--- src/rtl/contador_ud_param.sv ---
// Parametrised up/down/ping-pong counter with runtime bounds, step, load and
// cycle-complete pulse; generalises the legacy 4-bit bouncing counter.
module contador_ud_param #(
    parameter int unsigned WIDTH      = 4,
    parameter logic [1:0]  MODO_RESET = 2'b10
) (
    input  logic             clock,
    input  logic             resert,
    input  logic             enable,
    input  logic [1:0]       modo,
    input  logic             carga,
    input  logic [WIDTH-1:0] valor_carga,
    input  logic [WIDTH-1:0] passo,
    input  logic [WIDTH-1:0] limite_min,
    input  logic [WIDTH-1:0] limite_max,
    output logic [WIDTH-1:0] saida,
    output logic             direcao,
    output logic             fim_ciclo,
    output logic             erro
);

    localparam int unsigned W1 = WIDTH + 1;

    localparam logic [1:0] MODO_UP   = 2'b00;
    localparam logic [1:0] MODO_DOWN = 2'b01;
    localparam logic [1:0] MODO_PP   = 2'b10;
    localparam logic [1:0] MODO_HOLD = 2'b11;

    // Elaboration guard on parameter values.
    if (WIDTH == 0 || (MODO_RESET != MODO_UP && MODO_RESET != MODO_DOWN &&
                       MODO_RESET != MODO_PP && MODO_RESET != MODO_HOLD)) begin : g_bad_param
        $error("contador_ud_param: invalid parameters");
    end

    logic [W1-1:0]    s_x, mn_x, mx_x, p_x;
    logic [W1-1:0]    soma, min_mais_p, dif;
    logic [WIDTH-1:0] carga_clamp;
    logic             fora_faixa;
    logic [WIDTH-1:0] saida_n;
    logic             direcao_n;
    logic             fim_n;

    // Widened operands so sums and bound comparisons can never overflow.
    always_comb begin
        s_x        = W1'(saida);
        mn_x       = W1'(limite_min);
        mx_x       = W1'(limite_max);
        p_x        = W1'((passo == '0) ? WIDTH'(1) : passo);
        soma       = s_x + p_x;
        min_mais_p = mn_x + p_x;
        dif        = s_x - p_x;
    end

    assign erro = (limite_min > limite_max);

    assign fora_faixa = (saida < limite_min) || (saida > limite_max);

    always_comb begin
        if (valor_carga < limite_min)      carga_clamp = limite_min;
        else if (valor_carga > limite_max) carga_clamp = limite_max;
        else                               carga_clamp = valor_carga;
    end

    // Next-state selection in priority order: bound fault, load, range fix, count.
    always_comb begin
        saida_n   = saida;
        direcao_n = direcao;
        fim_n     = 1'b0;
        if (erro) begin
            saida_n   = saida;
        end else if (carga) begin
            saida_n   = carga_clamp;
        end else if (enable && (modo != MODO_HOLD)) begin
            if (fora_faixa) begin
                saida_n   = limite_min;
                direcao_n = 1'b0;
            end else begin
                case (modo)
                    MODO_UP: begin
                        direcao_n = 1'b0;
                        if (soma > mx_x) begin
                            saida_n = limite_min;
                            fim_n   = 1'b1;
                        end else begin
                            saida_n = WIDTH'(soma);
                        end
                    end
                    MODO_DOWN: begin
                        direcao_n = 1'b1;
                        if (s_x < min_mais_p) begin
                            saida_n = limite_max;
                            fim_n   = 1'b1;
                        end else begin
                            saida_n = WIDTH'(dif);
                        end
                    end
                    MODO_PP: begin
                        if (!direcao) begin
                            if (saida == limite_max) begin
                                saida_n   = (s_x < min_mais_p) ? limite_min : WIDTH'(dif);
                                direcao_n = 1'b1;
                            end else if (soma > mx_x) begin
                                saida_n = limite_max;
                            end else begin
                                saida_n = WIDTH'(soma);
                            end
                        end else begin
                            if (saida == limite_min) begin
                                saida_n   = (soma > mx_x) ? limite_max : WIDTH'(soma);
                                direcao_n = 1'b0;
                                fim_n     = 1'b1;
                            end else if (s_x < min_mais_p) begin
                                saida_n = limite_min;
                            end else begin
                                saida_n = WIDTH'(dif);
                            end
                        end
                    end
                    default: begin
                        saida_n = saida;
                    end
                endcase
            end
        end
    end

    always_ff @(posedge clock) begin
        if (resert) begin
            saida     <= '0;
            direcao   <= 1'b0;
            fim_ciclo <= 1'b0;
        end else begin
            saida     <= saida_n;
            direcao   <= direcao_n;
            fim_ciclo <= fim_n;
        end
    end

endmodule

--- config.mk ---
export PLATFORM = sky130hd
export DESIGN_NAME = contador_ud_param
export DESIGN_NICKNAME = d
export VERILOG_FILES = /design/src/rtl/contador_ud_param.sv
export SDC_FILE = /design/constraint.sdc
export NUM_CORES = 1
export LEC_CHECK = 0
export BUFFER_PORTS_ARGS = -buffer_cell sky130_fd_sc_hd__buf_4
export CAP_MARGIN = 20
export CELL_PAD_IN_SITES_DETAIL_PLACEMENT = 0
export CELL_PAD_IN_SITES_GLOBAL_PLACEMENT = 1
export CORE_MARGIN = 2
export CORE_UTILIZATION = 39
export DETAILED_ROUTE_END_ITERATION = 7
export MAX_ROUTING_LAYER = met4
export PLACE_DENSITY_LB_ADDON = 0.3
export SYNTH_ARGS = -nofsm -noshare
export SYNTH_HDL_FRONTEND = slang
export SYNTH_SLANG_ARGS = --single-unit
export TNS_END_PERCENT = 5
--- constraint.sdc ---
create_clock -name clock -period 2.8 [get_ports clock]
set_input_delay 0 -clock clock [delete_from_list [all_inputs] [get_ports clock]]
set_output_delay 0 -clock clock [all_outputs]
set_load 0.01 [all_outputs]
# Yosys cells after proc, flatten, opt, wreduce, memory -nomap -nowiden
# Index checks and enable logic that the tools add are counted.
# totals
n_memories,0
input_bits,22
ff_bits,6
ramBits,0
latchBits,0
word_cells,55
rom_bits,0
output_inout_bits,7
# classes
n_addsub,3
n_lt_le_gt_ge,7
reduce_logical,10
shifts,0
n_div,0
bitwise,3
mux,24
mul,0
n_eq_ne,5
# ops
op,n
$mux 4,13
$gt 4x4->1,3
$pmux 4 s3,1
$add 4x4->5,2
$eq 4x4->1,2
$lt 4x4->1,2
$mux 1,8
$pmux 1 s3,2
$gt 5x4->1,1
$lt 4x5->1,1
$reduce_bool 5->1,1
$reduce_or 5->1,1
$logic_not 4->1,1
$reduce_and 4->1,1
$reduce_bool 4->1,1
$sub 4x4->4,1
$not 1->1,3
$reduce_and 3->1,1
$eq 2x1->1 const B,1
$eq 2x2->1 const B,1
$logic_not 2->1,1
$ne 2x2->1 const B,1
$reduce_bool 2->1,1
$logic_and 1x1->1,1
$logic_or 1x1->1,1

# Depth between registers and ports, before layout
# Gate-level depths: netlist of run 1.
# logic_depth
depth_word,11
mapped_depth,15
ltp_nobuf,15

# Worst setup path before layout of run 1
# OpenSTA, ideal clock, no wires.
# synth_timing
path_type,register to register
startpoint,register saida[1]
endpoint,register saida[3]
t_required_ns,2.708
slack_ns,-0.402
path_buffers,0
stages_incl_launch_ff,12
arrival_time_ns,3.110
cell_sequence,dfxtp_1 > inv_1 > fa_1 > xnor2_1 > inv_1 > ha_1 > and3b_1 > o211ai_1 > nand2_4 > a211o_1 > a2111o_1 > o32ai_1
# synth_via
elab_chain_cells,9
elab_cells_between_ends,22
classes_between,add/sub (2); order compare (4); eq/ne (2); mux (11); reduce/logical (3)
# synth_lines
element,line,rtl
"start, declared",16,"output logic [WIDTH-1:0] saida,"
"start signal, assigned",133,saida <= saida_n;
$add 4x4->5,49,soma = s_x + p_x;
$gt 5x4->1,"81, 102, 109",
$mux 4,"102, 109",
$mux 4 (on tied branches),"99, 108",
$mux 4,98,if (!direcao) begin
$pmux 4 s3,78,case (modo)
$mux 4,74,if (fora_faixa) begin
$mux 4,73,end else if (enable && (modo != MODO_HOLD)) begin
$mux 4,71,end else if (carga) begin
# Several ways; a longest one is shown, not always the timed one. The select of a mux whose other input is x is not followed.
# A chain may end at the register's enable or synchronous reset.

# Worst setup path in the final report of run 1
# layout_timing
startpoint,register saida[0]
endpoint,register saida[2]
# The elaborated chain is that of the path after synthesis.

==> flow_summary_export.csv, run 1 <==
group,metric,value,unit
sta,timing.final.hold_violations,0,
routing,detail_route.first_pass.iterations,4,
clock_tree,root_buffer,"clkbuf_8",
floorplanning,core-area,4350,um^2
yosys,post_synth_instance_area,1750,um^2
setup_path,critical-path-max-stage-delay,0.36,ns
layout,antenna_cells_inserted,0,
clock_tree,ctsHtreeMaxLevel,1,
outcome,outcome,"finished with violations",
yosys,synth-seq-cells,6,
layout,layout.cell_area.non_filler,2380,um^2
layout,layout.core_utilization,54.6,%
sta,final_period_minus_worst_setup_slack,3.06,ns
clock_tree,cts_buffers,3,
floorplanning,rows,24,
power,leakage,1.17,nW
setup_path,timing.critical_path.required,2.93,ns
power,irDropWorstVdd,0.149,mV
grt,grt_first_pass_wirelength,9.53,mm
yosys,yosys.area.top_type,"ha_1",
sta,setup_slack,-0.264,ns
yosys,syn-instance-count,216,
floorplanning,die_width,71.1,um
grt,pin_count_of_the_biggest_net_entering_global_routing,13,
clock_tree,tritoncts,"built",
yosys,avgSynthCellArea,8.12,um^2
setup_path,path_max_fanout,3,
clock_tree,cts.path.max_buffers,2,
floorplanning,floorplan.die.height,71.1,um
yosys,yosysMostFrequentCell,"ha_1",
sta,setup_viol_count_final,4,
yosys,synth_common_cells,"ha_1 (42), inv_1 (22), a21oi_1 (16)",
routing,viasPerCell,5.81,
routing,drt-initial-drc-count,67,
routing,count_of_vias_placed_by_the_detailed_router,1913,
sta,grt_setup_unrepaired,"true",
floorplanning,floorplan.die_area,5050,um^2
yosys,mappedNetlistNets,283,
setup_path,path_delay_family,"compound AO/OA/AOI/OAI gates",
grt,globalRouteTotalUtil,24.8,%
placement,place_congestion,1.04,
layout,area_growth,35.6,%
placement,detailed_place_hpwl,4.79,mm
yosys,synth-async-reset-ratio,0,%
sta,min_period_over_period,109,%
layout,layout.nets,345,
yosys,yosys_warnings,0,
routing,aggregate_routed_wire_length,5.79,mm
setup_path,critPathKind,"register to register",
yosys,yosys.area.top_type_share,30.0,%
grt,first_global_vias,1843,
yosys,synth-seq-area-share,6.85,%
layout,number_of_cells_in_the_finished_layout_apart_from_fillers,329,
clock_tree,clock_sinks,6,
setup_path,endpoint_kind,"register",
clock_tree,worstSkewPairLatency,0.23,ns
power,pwr_density_cell,440,nW/um^2
hold_path,hold_path.class,"input port to register",
outcome,failed_checks,"setup timing",
yosys,main_flop_type_after_synthesis,"dfxtp_1",
setup_path,timing.critical_path.from_type,"register",
grt,grt_overflow,0,
setup_path,worstPathArrival,3.19,ns
floorplanning,floorplan.initialDensity,40.3,%
yosys,biggest_area_contributors_in_the_synthesized_netlist,"ha_1 (30%), dfxtp_1 (6.8%), inv_1 (4.7%), a21oi_1 (4.6%), fa_1 (3.4%)",
placement,cell_area_placed,2270,um^2
clock_tree,clkTransAtPathRegs,0.04,ns
routing,postRouteAntennaNets,0,
sta,worstMarginPinSlew,0.639,ns
sta,finClkSkew,0.00243,ns
placement,number_of_placed_cells_counting_well_taps,323,
yosys,unique_cell_type_count_in_the_yosys_netlist,53,
setup_path,timing.critical_path.cells,"ha_1 -> inv_1 -> fa_2 -> xnor2_2 -> inv_2 -> ha_4 -> nand4_1 -> a221oi_4 -> nand2_4 -> a211o_1 -> a221oi_2 -> o31ai_1 -> a311oi_1",
yosys,synth-edff-count,0,
sta,timing.final.max_slew_violations,0,
setup_path,timing.critical_path.slowest_stage_cell,"fa_2",
routing,drc,0,
sta,slew_headroom,57.4,%
floorplanning,pin_count,29,
grt,grt_antenna_before_repair,0,
layout,num-fill-cells,431,
sta,fmax,326,MHz
setup_path,cp_buf_inv_count,2,
placement,pre_cts_ws,-0.443,ns
layout,post_route_cells_drive_above_1_share,30.0,%
run,max_cap_viol_count,0,
routing,drt-wirelength-per-cell,17.6,um
sta,fin_worst_hold_slack,0.169,ns
placement,io_buffers,28,
[sequential cells by signal, indices dropped and copies added, names as in the netlist]
name       flops
fim_ciclo      1
direcao        1
saida          4
[per-layer routing]
metal  track usage (%)  part of all wire, %  vias up
li1                  -                    -      945
met1              33.5                   44      878
met2              40.9                   48       83
met3              2.28                  7.4        7
met4              4.40                 0.91        0
met5                 -                    0        -
[power breakdown]
group | internal, W | total, W | switching (W)
sequential | 0.0000972 | 0.000107 | 0.0000102
combinational | 0.000390 | 0.000792 | 0.000402
clock | 0.0000988 | 0.000146 | 0.0000473
total | 0.000586 | 0.00105 | 0.000460
[kinds of logic (layout without fill, tap and decap cells)]
logic type | after synthesis | count (layout) | synth area share, %
flops | 6 | 6 | 6.85
mux | 5 | 5 | 2.85
compound gates | 69 | 69 | 29.0
fa+ha+maj | 45 | 45 | 33.4
simple gates | 59 | 59 | 19.0
xor+xnor | 6 | 6 | 3.00
buf+inv | 26 | 87 | 5.99
[timing repair]
action,in CTS,in global routing
hold buffers,1,0
pin swaps,2,0
endpoints found under the hold margin,1,0
resized for setup,6,0
setup endpoints to repair,4,5
setup buffers,1,0
[tightest hold or removal path: cells and delay by family]
| family | cells | cell delay (ns) |
|---|---|---|
| AO/OA/AOI/OAI | 2 | 0.18 |
| buffers and inverters | 1 | 0.17 |
[through the flow]
step                      TNS (ns)  power [W]
after global routing         -1.85    0.00113
final                       -0.952    0.00105
after floorplan             -0.580   0.000542
after CTS                   -0.848    0.00104
after detailed placement     -1.65   0.000856
after global placement       -1.12   0.000850
[worst paths after layout]
path,slack [ns],from,cells after the start,endpoint
worst max register to register,-0.26,saida[0],13,saida[2]
worst max-delay path,-0.26,saida[0],13,saida[2]
worst min-delay path,0.17,carga,3,saida[3]
worst min register to register,0.57,direcao,2,fim_ciclo
[layout make-up]
cell class                      count  area [um^2]  share of cell area [%]
Inverter                           22         82.6                    3.47
Timing Repair Buffer               61          473                    19.9
Tap cell                           52         65.1                    2.74
Sequential cell                     6          126                    5.31
Clock buffer                        4         45.0                    1.89
Multi-Input combinational cell    184         1590                    66.7
[placed cells by master (no fill, tap or decap), drive strengths merged, types with 5 or more instances in the layout]
cell	n
nand2	8
a21oi	16
ha	42
buf	60
dfxtp	6
nand3	5
mux2i	5
a21o	6
nor2b	5
inv	22
nand4	5
nor2	11
o211ai	8
nor3	5
o21ai	10
Power figures use the tool's default switching activity.
==> run 2: changes to the inputs <==
--- a/config.mk
+++ b/config.mk
@@ -9,11 +9,12 @@
 export CAP_MARGIN = 20
 export CELL_PAD_IN_SITES_DETAIL_PLACEMENT = 0
 export CELL_PAD_IN_SITES_GLOBAL_PLACEMENT = 1
+export CORE_ASPECT_RATIO = 1.5
 export CORE_MARGIN = 2
 export CORE_UTILIZATION = 39
 export DETAILED_ROUTE_END_ITERATION = 7
 export MAX_ROUTING_LAYER = met4
-export PLACE_DENSITY_LB_ADDON = 0.3
+export PLACE_DENSITY = 0.74
 export SYNTH_ARGS = -nofsm -noshare
 export SYNTH_HDL_FRONTEND = slang
 export SYNTH_SLANG_ARGS = --single-unit
==> run 2 against run 1 <==
  * The run still ends with setup timing left
  * Sequential power about the same
  * Sequential share of layout area decreased by 0.077 points
  * Clock power decreased by 3%
  * Largest cell class unchanged
==> flow_summary_export.csv, run 2 (synthesized netlist as in run 1, its figures left out) <==
group,metric,value,unit
outcome,outcome,"finished with violations",
outcome,failed_checks,"setup timing",
floorplanning,rows,29,
sta,final_period_minus_worst_setup_slack,3.09,ns
setup_path,timing.critical_path.required,2.90,ns
layout,num-fill-cells,434,
setup_path,timing.critical_path.from_type,"register",
clock_tree,clock_sinks,6,
placement,cell_area_placed,2270,um^2
clock_tree,cts.path.max_buffers,2,
floorplanning,die_width,58.8,um
run,max_cap_viol_count,0,
layout,multiInputGateArea,1620,um^2
power,p_int,0.000602,W
routing,detail_route.first_pass.iterations,4,
grt,first_global_vias,1974,
placement,place_congestion,0.961,
layout,area.sequential,126,um^2
clock_tree,ctsHtreeMaxLevel,1,
layout,antenna_cells_inserted,0,
clock_tree,worstSkewPairLatency,0.23,ns
hold_path,hold_path.startpoint,"carga",
clock_tree,clkTransAtPathRegs,0.04,ns
setup_path,timing.rr.start,"saida[0]",
setup_path,path_max_fanout,3,
sta,finClkSkew,0.000668,ns
setup_path,endpoint_kind,"register",
power,seqPwrFrac,10.0,%
setup_path,timing.critical_path.slowest_stage_cell,"fa_2",
layout,largest_reg_flops,4,
routing,aggregate_routed_wire_length,6.22,mm
grt,grt_overflow,0,
setup_path,critPathKind,"register to register",
sta,fin_tns_setup,-1.03,ns
layout,final_common_cell,"buf_4",
power,leakage,1.19,nW
layout,post_route_cells_drive_above_1_share,32.9,%
layout,layout.cell_area.non_filler,2410,um^2
placement,io_buffers,28,
floorplanning,pin_count,29,
clock_tree,tritoncts,"built",
routing,drt-initial-drc-count,85,
grt,grt_antenna_before_repair,0,
power,power.switching_fraction,44.3,%
sta,slew_headroom,62.2,%
setup_path,worstPathArrival,3.20,ns
grt,grt_first_pass_wirelength,9.64,mm
hold_path,hold_path_end,"saida[2]",
sta,worstMarginPinSlew,0.564,ns
sta,grt_setup_unrepaired,"true",
setup_path,r2r_slack,-0.29,ns
setup_path,r2r_cells,15,
layout,top_regs,"saida x4, direcao x1, fim_ciclo x1",
grt,pin_count_of_the_biggest_net_entering_global_routing,13,
routing,viasPerCell,5.95,
sta,min_period_over_period,110,%
placement,pre_cts_ws,-0.435,ns
sta,setup_slack,-0.293,ns
floorplanning,core-area,4280,um^2
clock_tree,cts_buffers,3,
floorplanning,floorplan.initialDensity,41.0,%
hold_path,hold_path.class,"input port to register",
clock_tree,root_buffer,"clkbuf_8",
power,pwr_density_cell,448,nW/um^2
power,pwr-share-comb,76.9,%
setup_path,timing.critical_path.cells,"ha_4 -> inv_2 -> fa_2 -> xnor2_2 -> inv_2 -> ha_4 -> nand4_1 -> buf_4 -> o211ai_1 -> nand2_4 -> buf_4 -> nor4_2 -> nor2b_1 -> a2111o_1 -> o32ai_2",
layout,layout.cells.most_common_list,"buf_4 (63), ha_1 (39), inv_1 (20)",
floorplanning,floorplan.die_area,5060,um^2
routing,count_of_vias_placed_by_the_detailed_router,1941,
setup_path,critical-path-max-stage-delay,0.38,ns
power,irDropWorstVdd,0.229,mV
routing,drc,0,
layout,area_growth,37.6,%
grt,globalRouteTotalUtil,26.1,%
routing,drt-wirelength-per-cell,19.1,um
floorplanning,floorplan.die.height,86.1,um
placement,detailed_place_hpwl,5.12,mm
power,clkPwrFrac,13.1,%
power,power_switching,0.000479,W
layout,layout.nets,348,
sta,fmax,323,MHz
routing,postRouteAntennaNets,0,
sta,setup_viol_count_final,4,
sta,timing.final.max_slew_violations,0,
hold_path,number_of_instances_on_the_worst_hold_path,4,
power,report.power.total,0.00108,W
layout,registers.top_by_ff_count,"saida",
sta,timing.final.hold_violations,0,
setup_path,worstReg2RegEnd,"saida[3]",
-- run 2: final cells by class --
class / instances / share of cell area [%]
repair buffers: 64 / 20.0
multi-input cells: 184 / 67.1
inverters: 22 / 3.42
clock buffers: 4 / 1.87
well taps: 46 / 2.38
flip-flops and latches: 6 / 5.24
-- run 2: how the worst max path moves through the flow --
stage / slack [ns] / cells past startpoint / to / start
6_report: -0.29 / 15 / saida[3] / saida[0]
5_1_grt: -0.49 / 14 / saida[3] / saida[0]
4_1_cts: -0.27 / 12 / saida[2] / saida[0]
3_5_place_dp: -0.44 / 16 / saida[2] / passo[1]
3_3_place_gp: -0.32 / 15 / saida[2] / passo[1]
2_1_floorplan: -0.23 / 12 / saida[3] / saida[2]
-- run 2: worst max-delay path, delay by kind of cell (launching register included) --
kind	cells	cell delay (ns)
xor+xnor	1	0.21
simple gates	4	0.79
fa+ha+maj	3	0.79
buf+inv	4	0.46
flops	1	0.35
compound gates	3	0.37
-- run 2: routing by layer --
layer  wire, um  share of wire [%]  GRT usage [%]
met1       2480                 40           27.7
met2       3190                 51           45.9
met3        159                2.6           1.66
met4        393                6.3           15.3
met5          0                  0              -
-- run 2: repair_timing --
action	4_1_cts	5_1_grt
gates resized for setup	1	12
endpoints found under the setup margin	4	4
pin swaps	1	13
hold buffers	1	0
hold endpoints to repair	1	0
setup buffers	1	1
cloned	0	0
-- run 2: stage by stage --
step	cells	util, %	hold slack, ns
2_1_floorplan	216	-	0.0617
3_3_place_gp	319	52.9	0.228
3_5_place_dp	319	52.9	0.230
4_1_cts	325	54.6	0.153
5_1_grt	326	56.4	0.209
6_report	326	56.4	0.166
-- run 2: power by group through the flow --
stage | clock, W | sequential, W | combinational (W)
2_1_floorplan | 0 | 0.000116 | 0.000426
3_3_place_gp | 0 | 0.000107 | 0.000765
3_5_place_dp | 0 | 0.000107 | 0.000767
4_1_cts | 0.000146 | 0.000106 | 0.000788
5_1_grt | 0.000151 | 0.000109 | 0.000910
6_report | 0.000142 | 0.000108 | 0.000832
==> run 3: changes to the inputs <==
--- a/config.mk
+++ b/config.mk
@@ -11,10 +11,11 @@
 export CELL_PAD_IN_SITES_GLOBAL_PLACEMENT = 1
 export CORE_ASPECT_RATIO = 1.5
 export CORE_MARGIN = 2
-export CORE_UTILIZATION = 39
+export CORE_UTILIZATION = 30
 export DETAILED_ROUTE_END_ITERATION = 7
 export MAX_ROUTING_LAYER = met4
-export PLACE_DENSITY = 0.74
+export PLACE_DENSITY = 0.59
+export REMOVE_ABC_BUFFERS = 1
 export SYNTH_ARGS = -nofsm -noshare
 export SYNTH_HDL_FRONTEND = slang
 export SYNTH_SLANG_ARGS = --single-unit
==> run 3 against run 2 <==
  * The run still ends with setup timing left
  * Via count is 1.3% lower
  * Register-to-register slack hardly changed
  * Hold slack worse by 0.15 ns
  * Final cell count is 11% higher
  * Sequential power hardly changed
  * First-iteration DRC count is 15% lower
  * Critical path depth is 3 lower
  * Sequential share of layout area is 0.35 points lower
  * Non-clock buffer count is 10 higher
  * Routed wire length is 4.7% higher
  * Global-route usage is 4.2 points lower
  * Clock skew is 0.00093 ns higher
  * Critical path type unchanged
  * Largest power group unchanged
==> flow_summary_export.csv, run 3 (synthesized netlist as in run 1, its figures left out) <==
group,metric,value,unit
outcome,outcome,"finished with violations",
outcome,failed_checks,"setup timing",
layout,registers.top_by_ff_count,"saida",
floorplanning,pin_count,29,
grt,globalRouteTotalUtil,21.9,%
grt,pin_count_of_the_biggest_net_entering_global_routing,13,
clock_tree,clkTransAtPathRegs,0.04,ns
setup_path,endpoint_kind,"register",
routing,detailed_route_wire_length_on_metal_1,2.70,mm
setup_path,critical-path-max-stage-delay,0.39,ns
clock_tree,worstSkewPairLatency,0.23,ns
sta,timing.final.hold_violations,0,
setup_path,timing.critical_path.required,2.94,ns
clock_tree,cts_buffers,3,
setup_path,timing.critical_path.slowest_stage_cell,"fa_2",
floorplanning,floorplan.die.height,97.7,um
setup_path,cp_buf_inv_count,2,
sta,timing.final.max_slew_violations,0,
setup_path,path_delay_family,"compound AO/OA/AOI/OAI gates",
power,p_int,0.000634,W
setup_path,critPathKind,"register to register",
clock_tree,cts.path.max_buffers,2,
routing,drc,0,
setup_path,timing.critical_path.from_type,"register",
sta,grt_setup_unrepaired,"true",
layout,final_common_cell,"buf_4",
grt,grt_first_pass_wirelength,10.4,mm
routing,count_of_vias_placed_by_the_detailed_router,1916,
sta,setup_viol_count_final,4,
setup_path,path_max_fanout,4,
placement,io_buffers,28,
power,seqPwrFrac,9.6,%
clock_tree,tritoncts,"built",
setup_path,r2r_slack,-0.29,ns
layout,post_route_cells_drive_above_1_share,34.6,%
layout,top_regs,"saida x4, direcao x1, fim_ciclo x1",
clock_tree,clock_sinks,6,
power,clkPwrFrac,12.3,%
placement,place_congestion,0.907,
sta,finClkSkew,0.00160,ns
routing,detail_route.first_pass.iterations,4,
routing,aggregate_routed_wire_length,6.51,mm
hold_path,hold_path.class,"input port to register",
sta,fmax,324,MHz
grt,grt_overflow,0,
power,pwr_density_cell,445,nW/um^2
sta,final_period_minus_worst_setup_slack,3.09,ns
layout,layout.core_utilization,43.7,%
power,leakage,1.23,nW
routing,drt-wirelength-per-cell,18.0,um
routing,viasPerCell,5.31,
placement,detailed_place_hpwl,5.41,mm
routing,highest-signal-layer,"met4",
layout,layout.nets,358,
power,pwr-share-comb,78.0,%
placement,pre_cts_ws,-0.514,ns
power,power_switching,0.000483,W
sta,worstMarginPinSlew,0.856,ns
routing,met3_wire_length,122,um
floorplanning,floorplan.die_area,6490,um^2
routing,postRouteAntennaNets,0,
routing,routed-wl-met2,3.59,mm
clock_tree,ctsHtreeMaxLevel,1,
grt,first_global_vias,1968,
sta,slew_headroom,42.0,%
clock_tree,root_buffer,"clkbuf_8",
floorplanning,floorplan.initialDensity,30.5,%
setup_path,worstPathArrival,3.23,ns
setup_path,timing.critical_path.cells,"ha_4 -> inv_1 -> fa_2 -> xnor2_2 -> inv_2 -> ha_4 -> nand4_1 -> a221oi_4 -> nand2_4 -> a211o_1 -> a2111o_1 -> o32ai_2",
layout,largest_reg_flops,4,
run,max_cap_viol_count,0,
grt,grt_antenna_before_repair,0,
floorplanning,rows,34,
power,power.switching_fraction,43.2,%
power,irDropWorstVdd,0.290,mV
layout,area_growth,43.0,%
layout,antenna_cells_inserted,0,
layout,layout.cells.most_common_list,"buf_4 (74), ha_1 (38), inv_1 (20)",
routing,drt-initial-drc-count,72,
clock_tree,hold_buffers,0,
floorplanning,die_width,66.4,um
sta,min_period_over_period,110,%
floorplanning,core-area,5740,um^2
setup_path,critical-path-top-cell-by-count,"ha_4",
sta,setup_slack,-0.286,ns
## run 3: final timing paths
path / startpoint / end / depth (start not counted)
max: saida[0] / saida[3] / 12
min: resert / saida[0] / 2
min reg2reg: direcao / fim_ciclo / 2
max reg2reg: saida[0] / saida[3] / 12
## run 3: metal layers
metal,vias up,track usage [%]
met2,34,40.9
met1,905,24.8
met5,-,-
li1,967,-
met4,0,3.30
met3,10,2.09
## run 3: power by group through the flow
stage,sequential [W],combinational (W),clock (W)
after global routing,0.000109,0.000962,0.000143
after floorplan,0.000114,0.000413,0
after global placement,0.000106,0.000800,0
after CTS,0.000107,0.000865,0.000135
final,0.000108,0.000872,0.000138
after detailed placement,0.000105,0.000799,0
## run 3: area by class of cell
class,count,area [um^2]
inverters,22,82.6
multi-input cells,184,1620
well taps,72,90.1
repair buffers,74,556
clock buffers,3,41.3
flip-flops and latches,6,123
fillers,607,3230
## run 3: through the flow
step | cells | hold slack [ns] | total power (W) | cell area [um^2] | setup TNS [ns]
2_1_floorplan | 212 | 0.0691 | 0.000527 | 1730 | -1.22
3_3_place_gp | 354 | 0.249 | 0.000906 | 2350 | -1.46
3_5_place_dp | 354 | 0.251 | 0.000905 | 2350 | -1.66
4_1_cts | 361 | 0.0166 | 0.00111 | 2500 | -0.647
5_1_grt | 361 | 0.0142 | 0.00121 | 2510 | -1.57
6_report | 361 | 0.0190 | 0.00112 | 2510 | -0.818
## run 3: repair_timing
item                                   in CTS  in global routing
buffers inserted                            4                  0
gates resized for setup                    15                  1
setup endpoints to repair                   4                  4
pin swaps                                   9                  4
endpoints found under the hold margin       0                  0
